## config.mk

```make
export PLATFORM = sky130hd
export DESIGN_NAME = otter_crypto_unit
export DESIGN_NICKNAME = d
export VERILOG_FILES = /design/src/rtl/otter_crypto_pkg.sv /design/src/rtl/otter_crypto_unit_cry_round.sv /design/src/rtl/otter_crypto_unit.sv
export SDC_FILE = /design/constraint.sdc
export NUM_CORES = 1
export LEC_CHECK = 0
export CAP_MARGIN = 20
export CORE_UTILIZATION = 45
export DETAILED_ROUTE_END_ITERATION = 10
export HOLD_SLACK_MARGIN = 0.02
export PLACE_DENSITY_LB_ADDON = 0.05
export REMOVE_ABC_BUFFERS = 1
export SKIP_LAST_GASP = 1
export SLEW_MARGIN = 20
export SYNTH_ARGS = -nofsm -noshare
export SYNTH_HDL_FRONTEND = slang
export SYNTH_SLANG_ARGS = --single-unit
export TNS_END_PERCENT = 50
```

## constraint.sdc

```tcl
create_clock -name CRY_CLK -period 4.7 [get_ports CRY_CLK]
set_input_delay 0.94 -clock CRY_CLK [delete_from_list [all_inputs] [get_ports CRY_CLK]]
set_output_delay 0.94 -clock CRY_CLK [all_outputs]
set_load 0.05 [all_outputs]
```

## src/rtl/otter_crypto_pkg.sv

```systemverilog
// Shared types and constants for the OTTER crypto unit: FSM states, modes,
// round count and the key-schedule helper.
package otter_crypto_pkg;

  localparam int unsigned DATA_W = 32;
  localparam int unsigned HALF_W = 16;
  localparam int unsigned ROUNDS = 4;
  localparam int unsigned CNT_W  = $clog2(ROUNDS);

  localparam logic [6:0] OP_ENCRY = 7'b1111111;

  typedef enum logic [1:0] {
    ST_IDLE = 2'd0,
    ST_RUN  = 2'd1,
    ST_DONE = 2'd2
  } cry_state_t;

  typedef enum logic {
    ENC = 1'b0,
    DEC = 1'b1
  } cry_mode_t;

  // Even rounds use the low key half, odd rounds the high half, each salted with the round index.
  function automatic logic [HALF_W-1:0] round_key(input logic [DATA_W-1:0] key,
                                                  input logic [CNT_W-1:0]  idx);
    logic [HALF_W-1:0] half;
    half = idx[0] ? key[DATA_W-1:HALF_W] : key[HALF_W-1:0];
    return half ^ HALF_W'(idx);
  endfunction

endpackage

```

## src/rtl/otter_crypto_unit_cry_round.sv

```systemverilog
// One Feistel round, combinational. Encrypt consumes R through F, decrypt
// consumes L, so each decrypt round exactly undoes the matching encrypt round.
module cry_round
  import otter_crypto_pkg::*;
#(
  parameter int unsigned ROT_AMT = 3
) (
  input  logic [HALF_W-1:0] l,
  input  logic [HALF_W-1:0] r,
  input  logic [HALF_W-1:0] k,
  input  cry_mode_t         mode,
  output logic [HALF_W-1:0] l_nxt_c,
  output logic [HALF_W-1:0] r_nxt_c
);

  localparam int unsigned ROT = ROT_AMT % HALF_W;

  logic [HALF_W-1:0] f_in_c;
  logic [HALF_W-1:0] rot_c;
  logic [HALF_W-1:0] f_c;

  always_comb begin
    f_in_c = (mode == DEC) ? l : r;
    rot_c  = (f_in_c << ROT) | (f_in_c >> (HALF_W - ROT));
    f_c    = rot_c + k;
    if (mode == DEC) begin
      l_nxt_c = r ^ f_c;
      r_nxt_c = l;
    end else begin
      l_nxt_c = r;
      r_nxt_c = l ^ f_c;
    end
  end

endmodule

```

## src/rtl/otter_crypto_unit.sv

```systemverilog
// OTTER ENCRY execution unit: 4-round 16/16 Feistel cipher, one round per clock,
// sequenced by an IDLE/RUN/DONE FSM that handshakes with the core control FSM.
module otter_crypto_unit
  import otter_crypto_pkg::*;
#(
  parameter int unsigned ROT_AMT = 3
) (
  input  logic              CRY_CLK,
  input  logic              CRY_RESET_N,
  input  logic              CRY_START,
  input  logic              CRY_MODE,
  input  logic [DATA_W-1:0] CRY_DATA,
  input  logic [DATA_W-1:0] CRY_KEY,
  output logic              CRY_BUSY,
  output logic              CRY_DONE,
  output logic [DATA_W-1:0] CRY_RESULT,
  output logic [CNT_W-1:0]  CRY_COUNT
);

  cry_state_t        state, state_next;
  logic [CNT_W-1:0]  cnt, cnt_next;
  logic [HALF_W-1:0] l_q, r_q;
  logic [DATA_W-1:0] key_q;
  cry_mode_t         mode_q;

  logic              load_c;
  logic              step_c;
  logic              last_c;
  logic              busy_d, done_d;
  logic [CNT_W-1:0]  count_d;
  logic [CNT_W-1:0]  rnd_idx_c;
  logic [HALF_W-1:0] rnd_key_c;
  logic [HALF_W-1:0] l_nxt_c, r_nxt_c;

  always_ff @(posedge CRY_CLK or negedge CRY_RESET_N) begin
    if (!CRY_RESET_N) begin
      state <= ST_IDLE;
      cnt   <= '0;
    end else begin
      state <= state_next;
      cnt   <= cnt_next;
    end
  end

  always_comb begin
    state_next = state;
    cnt_next   = cnt;
    load_c     = 1'b0;
    step_c     = 1'b0;
    last_c     = 1'b0;
    unique case (state)
      ST_IDLE: begin
        if (CRY_START) begin
          load_c     = 1'b1;
          cnt_next   = '0;
          state_next = ST_RUN;
        end
      end
      ST_RUN: begin
        step_c = 1'b1;
        if (cnt == CNT_W'(ROUNDS - 1)) begin
          last_c     = 1'b1;
          state_next = ST_DONE;
        end else begin
          cnt_next = cnt + CNT_W'(1);
        end
      end
      ST_DONE: begin
        cnt_next   = '0;
        state_next = ST_IDLE;
      end
      default: begin
        cnt_next   = '0;
        state_next = ST_IDLE;
      end
    endcase

    busy_d  = (state_next != ST_IDLE);
    done_d  = (state_next == ST_DONE);
    count_d = (state_next == ST_RUN)  ? cnt_next :
              (state_next == ST_DONE) ? CNT_W'(ROUNDS - 1) : '0;
  end

  // Decrypt walks the key schedule backwards while the counter still counts up.
  always_comb begin
    rnd_idx_c = (mode_q == DEC) ? CNT_W'(ROUNDS - 1) - cnt : cnt;
    rnd_key_c = round_key(key_q, rnd_idx_c);
  end

  cry_round #(
    .ROT_AMT (ROT_AMT)
  ) u_round (
    .l       (l_q),
    .r       (r_q),
    .k       (rnd_key_c),
    .mode    (mode_q),
    .l_nxt_c (l_nxt_c),
    .r_nxt_c (r_nxt_c)
  );

  // Operands only load from IDLE, so a START during RUN cannot disturb them.
  always_ff @(posedge CRY_CLK or negedge CRY_RESET_N) begin
    if (!CRY_RESET_N) begin
      l_q        <= '0;
      r_q        <= '0;
      key_q      <= '0;
      mode_q     <= ENC;
      CRY_RESULT <= '0;
    end else if (load_c) begin
      l_q    <= CRY_DATA[DATA_W-1:HALF_W];
      r_q    <= CRY_DATA[HALF_W-1:0];
      key_q  <= CRY_KEY;
      mode_q <= cry_mode_t'(CRY_MODE);
    end else if (step_c) begin
      l_q <= l_nxt_c;
      r_q <= r_nxt_c;
      if (last_c) begin
        CRY_RESULT <= {l_nxt_c, r_nxt_c};
      end
    end
  end

  always_ff @(posedge CRY_CLK or negedge CRY_RESET_N) begin
    if (!CRY_RESET_N) begin
      CRY_BUSY  <= 1'b0;
      CRY_DONE  <= 1'b0;
      CRY_COUNT <= '0;
    end else begin
      CRY_BUSY  <= busy_d;
      CRY_DONE  <= done_d;
      CRY_COUNT <= count_d;
    end
  end

endmodule

```

==> summary.txt, run 1 <==
Clock network
  – Htree depth: 3
  – Setup bufs post-CTS: 0
  – CTS tree: built
  – Clk buf depth: 2
  – Clk sink count: 105
  – Inserted Clock Buffers: 9
  – Clock slew seen by the registers of the worst setup and hold paths: 70 ps
  – PostCTS Resize Cnt: 0
  – Clock latency at the later pin of the worst-skew pair: 360 ps
  – Post-CTS Hold Fix Bufs: 0
  – CTS Root Cell: clkbuf_16

Global routing
  – GRT Util Overall: 22.75%
  – Total gr overflow: 0
  – Initial antenna violation count: 0
  – Largest net degree at the start of global routing: 68
  – First-pass GRT wire length: roughly 23000 um
  – Vias in the first global route: approximately 4500

Min path
  – Hold Path Depth: 2
  – Min-delay src: CRY_RESULT[18]
  – Hold Path Class: register to register
  – Hold worst-path end: CRY_RESULT[18]

Worst setup path
  – Critical Path Fanout Max: 19
  – Worst r2r path cells: 14
  – Buffers & Inverters on Critical Path: 2
  – Crit-path cells: inv_1 > nor2_1 > a211oi_1 > a21oi_1 > xor2_1 > inv_1 > fa_1 > nor2b_1 > o21a_1 > o21ai_0 > a221oi_1 > nand2_1 > mux2_2 > o21ai_1
  – Critical path endpoint category: register
  – Slowest stage cell, crit path: dfrtp_1
  – WP data required: 4980 ps
  – Top delay family on crit path: compound AO/OA/AOI/OAI gates
  – CP dominant cell by count: inv_1
  – R2R Path Start: mode_q
  – CP Data Arrival Time: a little over 4000 ps
  – Worst setup path class: register to register
  – Reg2Reg Setup Slack: around 880 ps
  – Crit start category: register
  – Worst stage delay on the critical path: around 770 ps
  – Reg-to-Reg End: l_q[10]

STA
  – Rel. slew slack: between 30% and 40%
  – Period minus WS final: around 3800 ps
  – Final setup viols: 0
  – Setup TNS: 0 ps
  – Final worst setup slack: between 800 and 900 ps
  – Final cycle utilization of the critical path: 81.22%
  – Max-slew violation count: 0
  – Fmax: approximately 0.26 GHz
  – RSZ-0062 raised after global routing: false
  – Max Clock Skew: 7.912 ps
  – Slew @ Worst Pin: roughly 960 ps
  – Final count of hold timing violations: 0

Synth
  – Post-synthesis register bit count: approximately 110
  – Synth Cell Area: around 0.0058 mm2
  – Avg Synthesized Cell Area: about 10 um2
  – Post-Synthesis Cells: approximately 560
  – Post-synth EDFFs: 0
  – Sequential fraction of the synthesis area: 45.19%
  – Synth Warn #: 0
  – Netlist cell types: 57
  – Ys async rst share: 100.0%
  – Primary FF master, synth: dfrtp_1

Layout
  – Area growth from synthesis to layout: 25.76%
  – # fillers: approximately 1200
  – Design Area, Final: 0.007312 mm2
  – Final core occ: approximately 58%
  – Fin nets: between 700 and 800
  – Layout cells sized above 1: ~16%
  – Antenna cells: 0

Floorplanning
  – Core area: between 0.01 and 0.015 mm2
  – I/O pins: roughly 100
  – Starting Density: 46.07%
  – Die area: approximately 0.013 mm2
  – Row cnt: 41
  – Die W: 115.7 um
  – Die H: between 100 and 150 um

Route
  – DRC errors left: 0
  – DR iter-0 viols: about 280
  – DR pass1 iterations: 7
  – Total wire length: approximately 14000 um
  – Routed len/inst: 16.86 um
  – Number of vias per cell: between 5 and 6
  – DR vias: about 4500
  – Antenna viol nets, final: 0

Placement
  – DP HPWL: around 10000 um
  – Dpl ws: between 900 and 1000 ps
  – PortBufs: around 100
  – Routability cong.: just over 0.8
  – Dpl cell area: 0.007003 mm2

Flow run
  – Maxcap violations: 0

Outcome
  – Status: finished, final reports clean
synth_stat cells, drive strengths merged (2+ instances only):
| master | instances | area, um2 |
|---|---|---|
| a31o | 3 | 26.28 |
| or2 | 5 | 33.79 |
| xnor2 | 22 | 192.7 |
| a21oi | 16 | 106.4 |
| ha | 15 | 187.7 |
| xor2 | 20 | 182.7 |
| mux2 | 61 | 686.9 |
| a222oi | 9 | 90.09 |
| and2 | 5 | 31.28 |
| dfrtp | 105 | 2628 |
| nor2b | 6 | 37.54 |
| mux2i | 8 | 80.08 |
| clkbuf | 22 | 82.58 |
| o21ai | 75 | 375.4 |
| o211ai | 8 | 70.06 |
| and3 | 4 | 30.03 |
| a211oi | 2 | 15.01 |
| buf | 10 | 60.05 |
| a21o | 8 | 60.06 |
| o21bai | 2 | 15.01 |
| inv | 11 | 41.29 |
| a21boi | 3 | 22.52 |
| nor3 | 6 | 40.04 |
| nand2 | 50 | 190.2 |
| a22oi | 24 | 180.2 |
| nor2 | 29 | 108.9 |
| nand2b | 7 | 43.79 |
| a31oi | 2 | 18.77 |
| nand3 | 8 | 40.04 |
| o21a | 4 | 30.03 |
| a41oi | 2 | 17.52 |
worst reg2reg max path: stages (launching register included):
cell and delay (ps):
dfrtp_1 770, inv_1 150, nor2_1 130, a211oi_1 50
a21oi_1 160, xor2_1 330, inv_1 120, fa_1 460
nor2b_1 180, o21a_1 210, o21ai_0 110, a221oi_1 460
nand2_1 170, mux2_2 310, o21ai_1 130
stage by stage:
| stage | hold WS, ps | std cells |
|---|---|---|
| 3_3_place_gp | 461.6 | 815 |
| 5_1_grt | 515.7 | 831 |
| 2_1_floorplan | 454.6 | 530 |
| 4_1_cts | 484.9 | 831 |
| 3_5_place_dp | 470.0 | 815 |
| 6_report | 475.7 | 831 |
registers in the layout (all words and copies together) (netlist names):
name        cells
CRY_COUNT       2
CRY_BUSY        1
key_q          32
cnt             2
CRY_DONE        1
CRY_RESULT     32
mode_q          1
l_q            16
state           2
r_q            16
cell usage in the layout, fill, tap and decap left out, drive strengths merged, types with 2 or more instances in the layout:
master         count
clkbuf            14
dfrtp            105
o21bai             2
nor2              29
a41oi              2
ha                15
nor3               6
inv               11
o21ai             75
a22oi             24
a21o               8
a31oi              2
o211ai             8
a222oi             9
a211oi             2
nand2             50
mux2              61
nand2b             7
or2                5
clkdlybuf4s50    102
nand3              8
and2               5
and3               4
a21boi             3
a21oi             16
o21a               4
nor2b              6
xor2              20
xnor2             22
a31o               3
mux2i              8
buf               11
cell type report:
cell class / instances / area (um2) / area share [%]
Inverter: 11 / 41.29 / 0.5647
Sequential cell: 105 / 2628 / 35.93
Clock buffer: 14 / 274.0 / 3.747
Tap cell: 172 / 215.2 / 2.943
Clock inverter: 2 / 35.03 / 0.4791
Multi-Input combinational cell: 414 / 3015 / 41.24
Timing Repair Buffer: 113 / 1104 / 15.09
worst max-delay path by stage:
stage / from / cells after the start / endpoint
after detailed placement: mode_q / 14 / l_q[10]
after CTS: mode_q / 14 / l_q[10]
after floorplan: CRY_START / 4 / l_q[7]
final: mode_q / 14 / l_q[10]
after global placement: mode_q / 13 / CRY_RESULT[9]
after global routing: mode_q / 14 / l_q[10]
cell families (layout without fill, tap and decap cells):
kind of cell | count (synthesis) | count (layout) | synth area share [%]
adder cells (fa/ha/maj) | 16 | 16 | 3.572
XOR/XNOR | 42 | 42 | 6.456
multiplexers | 69 | 69 | 13.19
AO/OA/AOI/OAI | 161 | 161 | 18.14
flip-flops | 105 | 105 | 45.19
buffers and inverters | 43 | 140 | 3.163
AND/OR/NAND/NOR | 126 | 126 | 10.29
layer usage:
layer / track usage (%) / vias to the layer above / wire [um]
met5: 0 / - / 0
met4: 5.641 / 0 / 140
met3: 5.805 / 10 / 680
met2: 37.84 / 110 / 6570
met1: 29.73 / 2171 / 6615
li1: - / 2196 / -
Power of run 1 is not shown: default switching activity piles up to over one toggle a cycle in this logic, so the estimate is an artifact.
==> inputs of run 2 (changes only) <==
==> constraint.sdc (replaced) <==
create_clock -name CRY_CLK -period 3.55 [get_ports CRY_CLK]
set_input_delay 0.71 -clock CRY_CLK [delete_from_list [all_inputs] [get_ports CRY_CLK]]
set_output_delay 0.71 -clock CRY_CLK [all_outputs]
set_load 0.05 [all_outputs]
==> summary.txt, run 2 (synthesized netlist as in run 1, its figures left out) <==
Outcome
  – Status: finished, final reports clean (unchanged)

Layout
  – Biggest regs: CRY_RESULT x32, key_q x32 (unchanged)
  – Layout cells sized above 1: 17.02% (was 16.08%)
  – Commonest non-fill, non-tap cell in the layout: dfrtp_1 (unchanged)
  – Area growth from synthesis to layout: 26.90% (was 25.76%)
  – Commonest cells after routing, fill and taps aside: 105 x dfrtp_1, 102 x clkdlybuf4s50_1, 61 x mux2_2 (unchanged)
  – Antenna cells: 0 (unchanged)
  – Non-Filler Instances: 836 (was 831)
  – # fillers: 1154 (was 1182)
  – Fin nets: 743 (was 738)
  – Seq. cell area: 0.002628 mm2 (unchanged)
  – Area of the multi-input gates: 0.003037 mm2 (was 0.003015 mm2)
  – Design Area, Final: 0.007378 mm2 (was 0.007312 mm2)

Clock network
  – Htree depth: 3 (unchanged)
  – Clk sink count: 105 (unchanged)
  – Clk buf depth: 2 (unchanged)
  – Clock slew seen by the registers of the worst setup and hold paths: 70 ps (about the same)
  – CTS tree: built (unchanged)
  – CTS Root Cell: clkbuf_16 (unchanged)
  – Inserted Clock Buffers: 9 (unchanged)
  – Clock latency at the later pin of the worst-skew pair: 350 ps (was 360 ps)

Route
  – Routed len/inst: 17.55 um (was 16.86 um)
  – Number of vias per cell: 5.483 (was 5.400)
  – DRC errors left: 0 (unchanged)
  – Antenna viol nets, final: 0 (unchanged)
  – DR pass1 iterations: 5 (was 7)
  – DR vias: 4584 (was 4487)
  – Total wire length: 14670 um (was 14010 um)
  – DR iter-0 viols: 289 (was 281)

Worst setup path
  – Critical path endpoint category: register (unchanged)
  – Crit start category: register (unchanged)
  – CP Data Arrival Time: 3520 ps (was 4100 ps)
  – Buffers & Inverters on Critical Path: 2 (unchanged)
  – WP data required: 3760 ps (was 4980 ps)
  – Reg2Reg Setup Slack: 250 ps (was 880 ps)
  – Slowest stage cell, crit path: fa_1 (was dfrtp_1)
  – Critical path origin: cnt[0] (was mode_q)
  – R2R Path Start: cnt[0] (was mode_q)
  – Top delay family on crit path: compound AO/OA/AOI/OAI gates (unchanged)
  – Critical Path Fanout Max: 10 (was 19)
  – Worst setup path class: register to register (unchanged)
  – Worst stage delay on the critical path: 470 ps (was 770 ps)
  – Crit-path cells: buf_4 > mux2_2 > a21oi_1 > xor2_1 > inv_1 > fa_1 > nor2b_2 > o21ai_0 > a21oi_1 > a32oi_1 > mux2i_1 > xnor2_1 > o21ai_0 (was inv_1 > nor2_1 > a211oi_1 > a21oi_1 > xor2_1 > inv_1 > fa_1 > nor2b_1 > o21a_1 > o21ai_0 > a221oi_1 > nand2_1 > mux2_2 > o21ai_1)

Global routing
  – GRT Util Overall: 23.60% (was 22.75%)
  – Vias in the first global route: 4580 (was 4526)
  – Initial antenna violation count: 0 (unchanged)
  – Total gr overflow: 0 (unchanged)
  – Largest net degree at the start of global routing: 68 (unchanged)
  – First-pass GRT wire length: 23890 um (was 22890 um)

Flow run
  – Maxcap violations: 0 (unchanged)

Floorplanning
  – Row cnt: 41 (unchanged)
  – I/O pins: 104 (unchanged)
  – Die W: 115.7 um (unchanged)
  – Starting Density: 46.07% (unchanged)
  – Die area: 0.01338 mm2 (unchanged)
  – Core area: 0.01262 mm2 (unchanged)
  – Die H: 115.7 um (unchanged)

STA
  – Slew @ Worst Pin: 964.1 ps (was 958.6 ps)
  – Period minus WS final: 3302 ps (was 3817 ps)
  – Final setup viols: 0 (unchanged)
  – Final cycle utilization of the critical path: 93.00% (was 81.22%)
  – Fmax: 0.3029 GHz (was 0.2620 GHz)
  – Final count of hold timing violations: 0 (unchanged)
  – RSZ-0062 raised after global routing: true (was false)
  – Final worst setup slack: 248.4 ps (was 882.8 ps)
  – Max Clock Skew: 8.348 ps (was 7.912 ps)
  – Max-slew violation count: 0 (unchanged)
  – Rel. slew slack: 35.66% (was 36.02%)

Placement
  – Routability cong.: 0.8600 (was 0.8296)
  – DP HPWL: 10710 um (was 9977 um)
  – Dpl cell area: 0.007058 mm2 (was 0.007003 mm2)
  – Dpl ws: 179.8 ps (was 926.8 ps)
  – PortBufs: 103 (unchanged)
  – Placed Cells: 819 (was 815)

Min path
  – Hold Path Class: input port to asynchronous set/reset pin (was register to register)
## run 2: cell types whose count changed in the layout (fill, tap and decap cells not counted), moves of 2 or more
| cell | before | now |
|---|---|---|
| buf_4 | 11 | 14 |
| clkbuf_8 | 3 | 1 |
| clkbuf_1 | 2 | 4 |
| buf_12 | 0 | 2 |
## run 2: layer usage
layer	vias to the layer above	GRT usage [%]	wire, um
met3	15	3.504	653
met2	110	38.40	6907
met1	2248	32.20	6883
met4	0	8.376	227
met5	-	0	0
li1	2211	-	-
## run 2: final timing paths
kind / to / cells after the start
setup reg to reg: CRY_RESULT[28] / 13
hold reg to reg: CRY_RESULT[20] / 2
min in group CRY_CLK: CRY_RESULT[20] / 2
hold / removal: key_q[0] / 1
max in group asynchronous: CRY_RESULT[10] / 2
setup / recovery: CRY_RESULT[28] / 13
## run 2: stage by stage
stage | hold WS (ps) | util, % | TNS [ps]
finish | 379.7 | 58.47 | 0
global placement | 460.8 | 55.93 | 0
CTS | 397.0 | 58.24 | 0
detailed placement | 472.6 | 55.93 | 0
floorplan | 414.4 | - | -207930
global route | 423.5 | 58.47 | -33.85
## run 2: area by class of cell
cell class | instances | share of cell area (%)
Clock buffer | 14 | 3.442
Clock inverter | 2 | 0.5087
Inverter | 11 | 0.5596
Multi-Input combinational cell | 414 | 41.16
Sequential cell | 105 | 35.61
Tap cell | 172 | 2.917
Timing Repair Buffer | 118 | 15.80
## run 2: timing repair
item	in CTS	in global routing
hold buffers	0	0
setup buffers	0	1
endpoints found under the setup margin	0	18
gates resized for setup	0	4
Power of run 2 is left out for the same reason.
==> inputs of run 3 (changes only) <==
--- a/config.mk
+++ b/config.mk
@@ -9,7 +9,7 @@
 export CORE_UTILIZATION = 45
 export DETAILED_ROUTE_END_ITERATION = 10
 export HOLD_SLACK_MARGIN = 0.02
-export PLACE_DENSITY_LB_ADDON = 0.05
+export PLACE_DENSITY = 0.73
 export REMOVE_ABC_BUFFERS = 1
 export SKIP_LAST_GASP = 1
 export SLEW_MARGIN = 20
==> summary.txt, run 3 (synthesized netlist as in run 1, its figures left out) <==
Route
  – Number of vias per cell: 5.641 (was 5.483)
  – DR pass1 iterations: 6 (was 5)
  – DR vias: 4710 (was 4584)
  – Total wire length: 14510 um (was 14670 um)
  – DRC errors left: 0 (unchanged)
  – Antenna viol nets, final: 0 (unchanged)
  – Routed len/inst: 17.37 um (was 17.55 um)
  – DR iter-0 viols: 312 (was 289)

Placement
  – Placed Cells: 819 (unchanged)
  – PortBufs: 103 (unchanged)
  – Routability cong.: 0.8642 (was 0.8600)
  – DP HPWL: 10620 um (was 10710 um)

Worst setup path
  – Slowest stage cell, crit path: fa_1 (unchanged)
  – Crit-path cells: mux2_2 > a21oi_1 > xor2_1 > inv_1 > fa_1 > nor2b_1 > o21a_1 > o211ai_2 > and3_4 > or2_4 > or4_1 > nand3_1 (was buf_4 > mux2_2 > a21oi_1 > xor2_1 > inv_1 > fa_1 > nor2b_2 > o21ai_0 > a21oi_1 > a32oi_1 > mux2i_1 > xnor2_1 > o21ai_0)
  – Critical Path Fanout Max: 4 (was 10)
  – WP data required: 3840 ps (was 3760 ps)
  – Critical path endpoint category: register (unchanged)
  – Crit start category: register (unchanged)
  – Top delay family on crit path: simple AND/OR/NAND/NOR gates (was compound AO/OA/AOI/OAI gates)
  – Worst stage delay on the critical path: 460 ps (was 470 ps)
  – Worst setup path class: register to register (unchanged)
  – CP Data Arrival Time: 3540 ps (was 3520 ps)
  – Buffers & Inverters on Critical Path: 1 (was 2)

Floorplanning
  – Die area: 0.01338 mm2 (unchanged)
  – I/O pins: 104 (unchanged)
  – Starting Density: 46.07% (unchanged)
  – Core area: 0.01262 mm2 (unchanged)
  – Row cnt: 41 (unchanged)
  – Die H: 115.7 um (unchanged)
  – Die W: 115.7 um (unchanged)

Min path
  – Hold Path Class: input port to asynchronous set/reset pin (unchanged)

Global routing
  – First-pass GRT wire length: 23720 um (was 23890 um)
  – Largest net degree at the start of global routing: 66 (was 68)
  – GRT Util Overall: 23.11% (was 23.60%)
  – Total gr overflow: 0 (unchanged)
  – Initial antenna violation count: 0 (unchanged)
  – Vias in the first global route: 4914 (was 4580)

STA
  – Min Hold Slack: 382.3 ps (was 379.7 ps)
  – Period minus WS final: 3245 ps (was 3302 ps)
  – Rel. slew slack: 45.12% (was 35.66%)
  – Slew @ Worst Pin: 823.2 ps (was 964.1 ps)
  – Max-slew violation count: 0 (unchanged)
  – Fmax: 0.3082 GHz (was 0.3029 GHz)
  – Final setup viols: 0 (unchanged)
  – Max Clock Skew: 5.876 ps (was 8.348 ps)
  – Final cycle utilization of the critical path: 91.40% (was 93.00%)
  – Final count of hold timing violations: 0 (unchanged)
  – RSZ-0062 raised after global routing: true (unchanged)

Layout
  – Fin nets: 742 (was 743)
  – Layout cells sized above 1: 17.19% (was 17.02%)
  – Biggest regs: CRY_RESULT x32, key_q x32 (unchanged)
  – Area of the multi-input gates: 0.003027 mm2 (was 0.003037 mm2)
  – Commonest cells after routing, fill and taps aside: 105 x dfrtp_1, 102 x clkdlybuf4s50_1, 61 x mux2_2 (unchanged)
  – Area growth from synthesis to layout: 27.03% (was 26.90%)
  – Seq. cell area: 0.002628 mm2 (unchanged)
  – Non-Filler Instances: 835 (was 836)
  – # fillers: 1104 (was 1154)
  – Antenna cells: 0 (unchanged)
  – Commonest non-fill, non-tap cell in the layout: dfrtp_1 (unchanged)
  – Final core occ: 58.53% (was 58.47%)

Outcome
  – Status: finished, final reports clean (unchanged)

Clock network
  – Htree depth: 3 (unchanged)
  – Clock slew seen by the registers of the worst setup and hold paths: 70 ps (about the same)
  – Inserted Clock Buffers: 9 (unchanged)
  – CTS Root Cell: clkbuf_16 (unchanged)
  – Clk sink count: 105 (unchanged)
  – Post-CTS Hold Fix Bufs: 0 (unchanged)
  – Setup bufs post-CTS: 0 (unchanged)
  – CTS tree: built (unchanged)
  – Clock latency at the later pin of the worst-skew pair: 350 ps (about the same)
  – PostCTS Resize Cnt: 0 (unchanged)
  – Clk buf depth: 2 (unchanged)

Flow run
  – Maxcap violations: 0 (unchanged)
## run 3: routing by layer
| layer | part of all wire, % | global-route usage (%) |
|---|---|---|
| met5 | 0 | 0 |
| met4 | 1.7 | 7.350 |
| met3 | 5.0 | 5.805 |
| met2 | 50 | 38.76 |
| met1 | 44 | 29.37 |
## run 3: worst paths after layout
check | slack [ps] | startpoint | cells past startpoint | end
max | 310 | key_q[17] | 12 | l_q[14]
min | 380 | CRY_RESET_N | 1 | CRY_RESULT[0]
max reg2reg | 310 | key_q[17] | 12 | l_q[14]
min reg2reg | 480 | CRY_RESULT[0] | 2 | CRY_RESULT[0]
max in group asynchronous | 2450 | CRY_RESET_N | 2 | key_q[13]
min in group CRY_CLK | 480 | CRY_RESULT[0] | 2 | CRY_RESULT[0]
## run 3: final cells by class
cell class / count / share of cell area (%)
tap: 172 / 2.914
timing repair buffer: 117 / 15.52
clock buffer: 10 / 3.236
inverter: 11 / 0.5590
multi-input combinational: 414 / 40.98
clock inverter: 6 / 1.220
sequential: 105 / 35.58
## run 3: metrics by stage
stage               cell area, um2  setup TNS, ps  setup WS (ps)
floorplan                     5672        -207930          -4060
global placement              7046              0          450.7
detailed placement            7046              0          304.2
CTS                           7375              0          236.4
global route                  7386         -28.14         -28.14
finish                        7386              0          305.3
Power of run 3 is left out for the same reason.
==> variant 1, RTL diff (config.mk and constraints of run 3) <==
The package constant `ROUNDS` goes from 4 to 2.
--- a/src/rtl/otter_crypto_pkg.sv
+++ b/src/rtl/otter_crypto_pkg.sv
@@ -4,7 +4,7 @@
 
   localparam int unsigned DATA_W = 32;
   localparam int unsigned HALF_W = 16;
-  localparam int unsigned ROUNDS = 4;
+  localparam int unsigned ROUNDS = 2;
   localparam int unsigned CNT_W  = $clog2(ROUNDS);
 
   localparam logic [6:0] OP_ENCRY = 7'b1111111;
Interface: changed (resized CRY_COUNT); port bits go from 104 to 103. No check against the original RTL was run, so the function may have changed too.
==> variant 1 against run 3 <==
- area after synthesis rose by 0.45%
- routed wire length up 1.8%
- setup slack got worse by 0.12 ns
- final area grew 0.12%
- sequential cell count fell by 2
- sequential share of layout area fell by 0.72 points
Power is left out: the tool's default activity adds up to more than one toggle a clock period on the data nets, which glitch-free logic cannot reach.
==> variant 1: results (changes against run 3) <==
[routing]
wl_met3_um=512  ; was 728 um
num_vias=4856  ; was 4710
first_iter_violations=267  ; was 312

[sta]
period_needed_ns=3.37  ; was 3.24 ns
worst_slew_pin_slew_ns=0.727  ; was 0.823 ns
skew_ns=0.00665  ; was 0.00588 ns

[global_routing]
track_usage_pct=23.4  ; was 23.1%
grt_use_met3_pct=3.97  ; was 5.81%
grtUsageMet1_pct=30.7  ; was 29.4%
grt.met2_usage_pct=39.9  ; was 38.8%
grt_pass1_wl_um=24300  ; was 23700 um

[placement]
dp_cells=904  ; was 819
postPlaceCellArea_um2=7060  ; was 7050 um2
port_buffers=102  ; was 103
dpl_worst_slack_ns=0.100  ; was 0.304 ns
place.gp.congestion=0.830  ; was 0.864

[synthesis]
synth.area.top_cells=dfrtp_1, nand2_1, mux2_2  ; was dfrtp_1, mux2_2, o21ai_0
synth_cells=653  ; was 562
ys_top_cells_by_count=nand2_1, dfrtp_1, o21ai_0  ; was dfrtp_1, mux2_2, o21ai_0
ys_seq_area_share_pct=44.1  ; was 45.2%
synth_mux_area_share_pct=9.38  ; was 13.2%

[critical_path]
reg2reg_from=mode_q  ; was key_q[17]
setup.worst_path.end=r_q[12]  ; was l_q[14]
critical_path.max_fanout=16  ; was 4

[cells_and_area]
multi_input_area_um2=3100  ; was 3030 um2
layout.nets=828  ; was 742

[outcome]
outcome=completed  ; unchanged

## variant 1: cell count changes after synthesis, moves of 9 or more
cell      change
a21oi_1      +11
a222oi_1      -9
a22oi_1      -14
mux2_2       -27
nand2_1     +121
nor3_1       +17
o21ai_1      -12
or3_1        +14
## variant 1: cell type report
class / count / area share [%]
multi-input combinational: 503 / 41.9
sequential: 103 / 34.9
timing repair buffer: 118 / 15.8
clock buffer: 11 / 3.28
tap: 172 / 2.91
inverter: 9 / 0.457
clock inverter: 5 / 0.778
## variant 1: worst min-delay path by stage
stage / to / slack, ns / startpoint / cells after the start
after floorplan: CRY_BUSY / 0.41 / CRY_RESET_N / 0
after global placement: key_q[24] / 0.45 / key_q[24] / 2
after detailed placement: key_q[17] / 0.46 / key_q[17] / 2
after CTS: key_q[24] / 0.48 / key_q[24] / 2
after global routing: key_q[26] / 0.46 / CRY_RESET_N / 1
final: key_q[26] / 0.40 / CRY_RESET_N / 1
==> variant 2, RTL diff (settings of run 3) <==
Made on the original files. Put one more register stage on the output `CRY_DONE`. The value now appears one clock later. The other outputs are not delayed to match.
--- a/src/rtl/otter_crypto_unit.sv
+++ b/src/rtl/otter_crypto_unit.sv
@@ -16,6 +16,8 @@
   output logic [DATA_W-1:0] CRY_RESULT,
   output logic [CNT_W-1:0]  CRY_COUNT
 );
+
+  logic CRY_DONE_s0;
 
   cry_state_t        state, state_next;
   logic [CNT_W-1:0]  cnt, cnt_next;
@@ -123,14 +125,18 @@
   always_ff @(posedge CRY_CLK or negedge CRY_RESET_N) begin
     if (!CRY_RESET_N) begin
       CRY_BUSY  <= 1'b0;
-      CRY_DONE  <= 1'b0;
+      CRY_DONE_s0 <= 1'b0;
       CRY_COUNT <= '0;
     end else begin
       CRY_BUSY  <= busy_d;
-      CRY_DONE  <= done_d;
+      CRY_DONE_s0 <= done_d;
       CRY_COUNT <= count_d;
     end
   end
 
+  always_ff @(posedge CRY_CLK) begin
+    CRY_DONE <= CRY_DONE_s0;
+  end
+
 endmodule
 
Formal check against the unedited RTL: not equivalent (a bounded check fails within 10 cycles, from zero or initial values and one cycle with CRY_RESET_N low).
==> variant 2 against run 3 <==
- non-clock buffer count increased by 1
- routed wire length grew 1.3%
- final area rose by 0.15%
- setup slack got worse by 0.12 ns
- area after synthesis rose by 0.34%
- clock skew about the same
- sequential cell count up 1
- synthesized cell count grew 0.18%
- global-route usage is 0.47 points higher
- count of clock-buffer cells in the layout is 3 higher
Power is left out: the tool's default activity adds up to more than one toggle a clock period on the data nets, which glitch-free logic cannot reach.
==> variant 2: results (changes against run 3) <==
[placement]
dpl.hpwl_um=10600  ; about the same
place.gp.congestion=0.853  ; was 0.864
dpl_worst_slack_ns=0.0691  ; was 0.304 ns
port_buffers=103  ; unchanged

[routing]
first_iter_violations=362  ; was 312
wl_met2_um=7090  ; was 7180 um
wl_met3_um=799  ; was 728 um
routed_wl_um=14700  ; was 14500 um
top_layer=met4  ; unchanged
viasPerCell=5.58  ; was 5.64
wl_met1_um=6560  ; was 6350 um
dr.pass1.iters=5  ; was 6

[cells_and_area]
layout.nets=744  ; was 742
nFillCells=1116  ; was 1104
diodes=0  ; unchanged
drive_above_1_share_pct=17.5  ; was 17.2%
top_regs=CRY_RESULT: 32 flops, key_q: 32 flops  ; unchanged

[clock_network]
cts-root-buf=clkbuf_16  ; unchanged
path_clk_slew_ns=0.07  ; about the same
worstSkewPairLatency_ns=0.35  ; about the same
htreeDepth=3  ; unchanged
numCtsBuffers=9  ; unchanged
clk_path_buf_depth=2  ; unchanged

[min_path]
hp-start=CRY_DONE_s0
min_path_cells=0
hp-class=reg2reg  ; was in2async
holdPathEnd=CRY_DONE

[synthesis]
ys_seq_elements=106  ; was 105
synth.area.top_cells=dfrtp_1, mux2_2, o21ai_0  ; unchanged
synth_mux_area_share_pct=13.1  ; was 13.2%
ys_top_cells_by_count=dfrtp_1, mux2_2, o21ai_0  ; unchanged
ys_types=58  ; was 57
synth_xor_area_share_pct=6.43  ; was 6.46%
ys_warn_count=0  ; unchanged
ys_seq_area_share_pct=45.4  ; was 45.2%
synth_compound_area_share_pct=18.1  ; about the same
synthFlopType=dfrtp_1  ; unchanged
synth_fa_ha_area_share_pct=3.56  ; was 3.57%
ys_async_sr_fraction_pct=99.1  ; was 100%

[critical_path]
worst_ep_arrival_time_ns=3.57  ; was 3.54 ns
r2r-end=r_q[11]  ; was l_q[14]
critical_path.max_fanout=10  ; was 4
reg2reg_slack_ns=0.18  ; was 0.31 ns
reg2reg_from=cnt[0]  ; was key_q[17]
r2r_cells=13  ; was 12

[global_routing]
grt.met2_usage_pct=37.8  ; was 38.8%
grt_pass1_wl_um=24000  ; was 23700 um
grtUsageMet1_pct=30.9  ; was 29.4%
grt_max_degree=68  ; was 66
first_global_vias=4759  ; was 4914
grt_use_met3_pct=4.97  ; was 5.81%
antenna_found_initial=0  ; unchanged
track_usage_pct=23.6  ; was 23.1%

[outcome]
outcome=completed  ; unchanged

[sta]
skew_ns=0.00588  ; about the same
fin_hold_ws_ns=0.341  ; was 0.382 ns
worst_slew_pin_slew_ns=0.989  ; was 0.823 ns

variant 2: final cells by class:
cell class | instances | area, um2 | share of cell area (%)
Timing Repair Buffer | 118 | 1170 | 15.8
Clock inverter | 1 | 8.76 | 0.118
Clock buffer | 13 | 270 | 3.65
Inverter | 11 | 41.3 | 0.558
Multi-Input combinational cell | 414 | 3050 | 41.2
Sequential cell | 106 | 2650 | 35.8
Tap cell | 172 | 215 | 2.91
variant 2: how the worst max path moves through the flow:
stage | start | endpoint | slack (ns) | cells past startpoint
2_1_floorplan | CRY_START | l_q[7] | -4.06 | 4
3_3_place_gp | cnt[0] | CRY_RESULT[9] | 0.23 | 12
3_5_place_dp | cnt[0] | l_q[10] | 0.07 | 13
4_1_cts | cnt[0] | l_q[10] | 0.06 | 13
5_1_grt | cnt[0] | l_q[10] | -0.02 | 13
6_report | cnt[0] | r_q[11] | 0.18 | 13
variant 2: cells by family after synthesis:
family	after synthesis
AOI/OAI and AO/OA	161
buffers and inverters	43
and+or+nand+nor	126
DFF	106
adders and majority gates	16
muxes	69
xor gates and xnor gates	42
variant 2: per-stage QoR:
step	cell area, um2	cells
floorplan	5690	531
global placement	7080	820
detailed placement	7080	820
CTS	7360	834
global route	7400	835
finish	7400	835
variant 2: worst max-delay path: stages (launching register included):
cell      delay [ns]
dfrtp_1         0.41
buf_4           0.19
mux2_2          0.27
a21oi_1         0.17
xor2_1          0.21
buf_4           0.14
ha_1            0.24
a211oi_2        0.31
o211ai_1        0.25
a31oi_2         0.31
xor2_2          0.34
nor3_1          0.12
a21oi_1         0.15
o21ai_0         0.10
variant 2: what timing repair did:
item                       in CTS  in global routing
setup endpoints to repair       0                 21
hold endpoints to repair        0                  0
resized for setup               0                  7
hold buffers                    0                  0
setup buffers                   0                  1
